$ cat src/rtl/counter_run_scheduler.sv
// -----------------------------------------------------------------------------
// counter_run_scheduler
//
// Shares one prescaled 8-bit counter between NUM_REQ requesters. A requester
// raises its req_i bit and holds it; the scheduler picks an owner round-robin,
// clears the counter, writes the prescaler phase, then enables it until the
// counter reaches the owner's target. The owner then gets a 1-cycle done pulse.
// Dropping the request before done aborts the run without a done pulse.
//
// Parameters
//   NUM_REQ        number of requesters (2..8)
//   PHASE_PRELOAD  prescaler phase loaded before each run (< CYCLES_PER_COUNT)
//
// Ports
//   clock_i       in   single clock, posedge
//   reset_i       in   asynchronous active-high reset
//   req_i         in   level requests, one bit per requester
//   target_i      in   packed 8-bit targets, requester k in [8k+7:8k]
//   grant_o       out  one-hot owner of the counter, 0 when idle
//   done_o        out  1-cycle pulse to the owner when the target is reached
//   busy_o        out  high whenever a run is in progress (not IDLE)
//   cnt_reset_o   out  synchronous clear to the counter
//   cnt_enable_o  out  count enable to the counter
//   cnt_write_o   out  phase write strobe to the counter
//   cnt_val_o     out  phase value written with cnt_write_o
//   count_i       in   current count from the counter
// -----------------------------------------------------------------------------
module counter_run_scheduler #(
    parameter int         NUM_REQ       = 4,
    parameter logic [7:0] PHASE_PRELOAD = 8'd0
) (
    input  logic                   clock_i,
    input  logic                   reset_i,
    input  logic [NUM_REQ-1:0]     req_i,
    input  logic [8*NUM_REQ-1:0]   target_i,
    output logic [NUM_REQ-1:0]     grant_o,
    output logic [NUM_REQ-1:0]     done_o,
    output logic                   busy_o,
    output logic                   cnt_reset_o,
    output logic                   cnt_enable_o,
    output logic                   cnt_write_o,
    output logic [7:0]             cnt_val_o,
    input  logic [7:0]             count_i
);

    localparam int IDX_W = (NUM_REQ > 1) ? $clog2(NUM_REQ) : 1;

    typedef enum logic [2:0] {
        S_IDLE,
        S_CLEAR,
        S_PRELOAD,
        S_RUN,
        S_DONE
    } state_t;

    state_t             state_q, state_d;
    logic [IDX_W-1:0]   rr_q, rr_d;
    logic [IDX_W-1:0]   idx_q, idx_d;
    logic [7:0]         tgt_q, tgt_d;

    // Round-robin pick, valid only while IDLE.
    logic               found;
    logic [IDX_W-1:0]   pick;
    logic [7:0]         pick_tgt;

    logic [NUM_REQ-1:0] owner;
    logic               owner_req;
    logic [IDX_W-1:0]   next_rr;

    // Search from the rr pointer upward with wrap; first set bit wins.
    always_comb begin : rr_search
        int cand;
        // NOTE: every combinational output gets a default before any branch;
        // a path that leaves one unassigned would infer a latch.
        cand     = 0;
        found    = 1'b0;
        pick     = '0;
        pick_tgt = '0;
        for (int i = 0; i < NUM_REQ; i++) begin
            cand = int'(rr_q) + i;
            if (cand >= NUM_REQ) begin
                cand = cand - NUM_REQ;
            end
            if (!found && req_i[cand]) begin
                found    = 1'b1;
                pick     = IDX_W'(cand);
                pick_tgt = target_i[8*cand +: 8];
            end
        end
    end

    assign owner     = NUM_REQ'(1) << idx_q;
    assign owner_req = |(req_i & owner);
    assign next_rr   = (idx_q == IDX_W'(NUM_REQ - 1)) ? '0 : idx_q + IDX_W'(1);

    always_comb begin
        state_d      = state_q;
        rr_d         = rr_q;
        idx_d        = idx_q;
        tgt_d        = tgt_q;
        grant_o      = '0;
        done_o       = '0;
        busy_o       = 1'b0;
        cnt_reset_o  = 1'b0;
        cnt_enable_o = 1'b0;
        cnt_write_o  = 1'b0;
        cnt_val_o    = '0;

        case (state_q)
            S_IDLE: begin
                if (found) begin
                    idx_d   = pick;
                    tgt_d   = pick_tgt;
                    state_d = S_CLEAR;
                end
            end

            S_CLEAR: begin
                grant_o     = owner;
                busy_o      = 1'b1;
                cnt_reset_o = 1'b1;
                if (!owner_req) begin
                    rr_d    = next_rr;
                    state_d = S_IDLE;
                end else begin
                    state_d = S_PRELOAD;
                end
            end

            S_PRELOAD: begin
                grant_o      = owner;
                busy_o       = 1'b1;
                cnt_enable_o = 1'b1;
                cnt_write_o  = 1'b1;
                cnt_val_o    = PHASE_PRELOAD;
                if (!owner_req) begin
                    rr_d    = next_rr;
                    state_d = S_IDLE;
                end else begin
                    state_d = S_RUN;
                end
            end

            S_RUN: begin
                grant_o      = owner;
                busy_o       = 1'b1;
                // Combinational so the counter freezes on the very cycle it
                // shows the target and never steps past it.
                cnt_enable_o = (count_i != tgt_q);
                if (!owner_req) begin
                    // A withdrawn request wins over a simultaneous target hit.
                    rr_d    = next_rr;
                    state_d = S_IDLE;
                end else if (count_i == tgt_q) begin
                    state_d = S_DONE;
                end
            end

            S_DONE: begin
                grant_o = owner;
                busy_o  = 1'b1;
                done_o  = owner;
                rr_d    = next_rr;
                state_d = S_IDLE;
            end

            default: begin
                state_d = S_IDLE;
            end
        endcase
    end

    // NOTE: state registers use non-blocking assignments so every flop
    // samples its _d value from before the edge, independent of block order.
    always_ff @(posedge clock_i or posedge reset_i) begin
        if (reset_i) begin
            state_q <= S_IDLE;
            rr_q    <= '0;
            idx_q   <= '0;
            tgt_q   <= '0;
        end else begin
            state_q <= state_d;
            rr_q    <= rr_d;
            idx_q   <= idx_d;
            tgt_q   <= tgt_d;
        end
    end

endmodule

$ cat config.mk
export PLATFORM = sky130hd
export DESIGN_NAME = counter_run_scheduler
export DESIGN_NICKNAME = d
export VERILOG_FILES = /design/src/rtl/counter_run_scheduler.sv
export SDC_FILE = /design/constraint.sdc
export NUM_CORES = 1
export LEC_CHECK = 0
export ABC_CLOCK_PERIOD_IN_PS = 3900
export BUFFER_PORTS_ARGS = -buffer_cell sky130_fd_sc_hd__buf_2
export CAP_MARGIN = 10
export CORE_MARGIN = 10
export CORE_UTILIZATION = 40
export CTS_CLUSTER_DIAMETER = 50
export DETAILED_ROUTE_END_ITERATION = 6
export PLACE_DENSITY = 0.67
export SETUP_SLACK_MARGIN = 0.02
export SYNTH_ARGS = -nofsm -noshare
export SYNTH_HDL_FRONTEND = slang
export SYNTH_SLANG_ARGS = --single-unit
$ cat constraint.sdc
create_clock -name clock_i -period 3.9 [get_ports clock_i]
set_clock_uncertainty 0.05 [all_clocks]
set_input_delay 0.39 -clock clock_i [delete_from_list [all_inputs] [get_ports clock_i]]
set_output_delay 0.39 -clock clock_i [all_outputs]
set_load 0.03 [all_outputs]
==> impl_metrics.yaml <==
status:
  result_of_the_run: "finished, final reports clean"
sta:
  minimum_clock_period_ns: 3.15
  totalNegativeSetupSlack_ns: 0
  slew_headroom_pct: 61.4
  period_share_pct: 80.7
  hold_violations: 0
  timing.final.setup_violations: 0
  rsz0062_at_grt: "no"
  worst_slew_pin_slew_ns: 0.578
  timing_max_transition_violations_final: 0
  max_freq_mhz: 318
global_route:
  grt-ovfl-total: 0
  grt_use_met1_pct: 18.6
  grtUsageTotal_pct: 13.0
  vias_in_the_first_global_route: 1975
  groute.layer.met3.usage_pct: 2.02
  antenna_found_initial: 0
  grt.met2_usage_pct: 19.2
  grt_pass1_wl_mm: 9.81
  grt_busiest_layer: "met2"
  grt_start_max_net_pins: 29
final_layout:
  layout.filler_cells: 579
  final_cell_mix: "sky130_fd_sc_hd__buf_2, sky130_fd_sc_hd__mux4_2, sky130_fd_sc_hd__mux2i_1"
  post_route_cells_drive_above_1_share_pct: 35.8
  syn_to_final_growth_pct: 12.8
  most_common_cell_after_layout_fill_and_taps_aside: "sky130_fd_sc_hd__buf_2"
  num-nets-final: 328
  n_antenna_cell: 0
logic_synthesis:
  synth_largest_type_area_fraction_pct: 27.3
  most_frequently_used_flop_master_after_synthesis: "sky130_fd_sc_hd__dfrtp_1"
  synthArstFlopShare_pct: 100
  post_synth_instance_area_um2: 2310
  synth_enable_flop_cells: 0
  yosys_register_bits: 15
  synthesis.yosys.warnings: 0
  dominant_cells_by_area_after_synthesis: "sky130_fd_sc_hd__mux4_2, sky130_fd_sc_hd__dfrtp_1, sky130_fd_sc_hd__mux2i_1, sky130_fd_sc_hd__ha_1, sky130_fd_sc_hd__nor2_1"
  synth_top_area_cell: "sky130_fd_sc_hd__mux4_2"
  synthesis.area_per_instance_um2: 9.95
  synth.lib_cells_used.distinct: 42
  synthCells: 232
  synth-seq-area-share_pct: 16.3
setup_path:
  cp_data_required_time_ns: 3.94
  path_max_fanout: 19
  cp-start-kind: "flop"
  endpoint_kind: "flop"
  worstSetupPathType: "reg -> reg"
  arrival_ns: 3.19
power:
  peakVddDrop_mv: 0.381
  leakage_uw: 0.00118
  total_power_per_unit_cell_area_nw_per_um2: 861
  total_power_uw: 2240
die:
  chipWidth_um: 96.0
  start_util_pct: 41.7
  placement_rows: 27
  core_area_um2: 5540
  floorplan.die.height_um: 96.0
  fp.dieArea_um2: 9210
  ios: 66
routing:
  drtAntennaViolNets: 0
  avgViaCountPerCell: 5.84
  finalWirelength_mm: 6.04
  drc: 0
  vias: 2020
  iteration_0_drc_markers: 188
  wire_per_inst_um: 17.5
  drt_first_pass_iters: 4
cts:
  numCtsBuffers: 3
  clkSinkCount: 15
  tritoncts_clock_tree: "yes"
  clk_transition_reported_paths_ns: 0.06
  clk_path_buf_depth: 2
  ctsResizeCount: 0
  worst_skew_pair.late_latency_ns: 0.25
  clk_root_buffer_cell: "sky130_fd_sc_hd__clkbuf_8"
  cts_htree_levels: 1
  hold_fix_buffers_at_cts: 0
  postCtsSetupBuffers: 0
place:
  hpwl_mm: 4.75
  placement.io_buffers: 57
  routabilityCongestion: 0.871
hold_path:
  min-delay-path-class: "in -> async"
run:
  drv.max_cap_violation_count: 0
-- report_power, final --
part           switching [uW]  total, uW  internal (uW)  leakage, uW
Sequential               72.2        307            235     0.000174
Clock                    50.3        123           72.3    0.0000228
Combinational             971       1810            843     0.000983
-- through the flow --
step                hold WS (ns)  std cells  worst slack, ns  util [%]  instance area [um2]
floorplan                  0.241        239            0.555         -                 2330
global placement           0.423        342            0.812      46.2                 2560
detailed placement         0.428        342            0.774      46.2                 2560
CTS                        0.164        346            0.741      47.0                 2610
global route               0.199        346            0.469      47.0                 2610
finish                     0.146        346            0.754      47.0                 2610
-- cells in the mapped netlist (4+ instances only) --
cell / n
sky130_fd_sc_hd__and3_1: 4
sky130_fd_sc_hd__mux4_2: 28
sky130_fd_sc_hd__a31oi_1: 8
sky130_fd_sc_hd__a21oi_1: 12
sky130_fd_sc_hd__o221ai_1: 8
sky130_fd_sc_hd__nor2_1: 22
sky130_fd_sc_hd__inv_1: 4
sky130_fd_sc_hd__and2_1: 6
sky130_fd_sc_hd__buf_2: 7
sky130_fd_sc_hd__mux2i_1: 27
sky130_fd_sc_hd__nand2_1: 11
sky130_fd_sc_hd__ha_1: 7
sky130_fd_sc_hd__xor2_1: 7
sky130_fd_sc_hd__dfrtp_1: 15
sky130_fd_sc_hd__a211o_1: 8
sky130_fd_sc_hd__clkbuf_1: 7
sky130_fd_sc_hd__buf_4: 10
-- final cells by class --
class                           instances  area (um2)  area share [%]
Sequential cell                        15         377            14.5
Clock buffer                            4        45.0            1.73
Multi-Input combinational cell        188        1760            67.4
Tap cell                               72        90.1            3.46
Timing Repair Buffer                   61         315            12.1
Inverter                                6        22.5           0.865
-- critical path: stages, from the launching register on --
cell                       delay (ns)
sky130_fd_sc_hd__dfrtp_1         0.35
sky130_fd_sc_hd__clkinv_1        0.29
sky130_fd_sc_hd__ha_1            0.44
sky130_fd_sc_hd__mux4_2          0.69
sky130_fd_sc_hd__or4_1           0.61
sky130_fd_sc_hd__and2_1          0.34
sky130_fd_sc_hd__nor2_1          0.16
sky130_fd_sc_hd__a31oi_1         0.05
-- cell families after synthesis --
logic type	share of synthesized area [%]
compound gates	15.7
xor+xnor	3.41
fa+ha+maj	3.79
buf+inv	8.83
flops	16.3
mux	40.0
other cells	0.162
simple gates	11.9
-- registers in the layout (all words and copies together) (netlist names) --
| register | cells |
|---|---|
| rr_q | 2 |
| tgt_q | 8 |
| state_q | 3 |
| idx_q | 2 |
-- routing by layer --
metal / wire (um) / vias up / share of wire (%)
met5: 0 / - / 0
li1: - / 971 / -
met1: 2870 / 975 / 47
met4: 85 / 0 / 1.4
met3: 386 / 7 / 6.4
met2: 2700 / 67 / 45
-- path summary, 6_finish.rpt --
path | startpoint | endpoint | slack [ns] | depth (start not counted)
min | reset_i | tgt_q[2] | 0.15 | 2
min reg2reg | tgt_q[3] | tgt_q[3] | 0.52 | 2
max | rr_q[1] | tgt_q[5] | 0.75 | 7
min in group clock_i | tgt_q[3] | tgt_q[3] | 0.52 | 2
max in group asynchronous | reset_i | rr_q[0] | 3.24 | 2
max reg2reg | rr_q[1] | tgt_q[5] | 0.75 | 7
No activity file was read; power rests on OpenSTA's default activity.
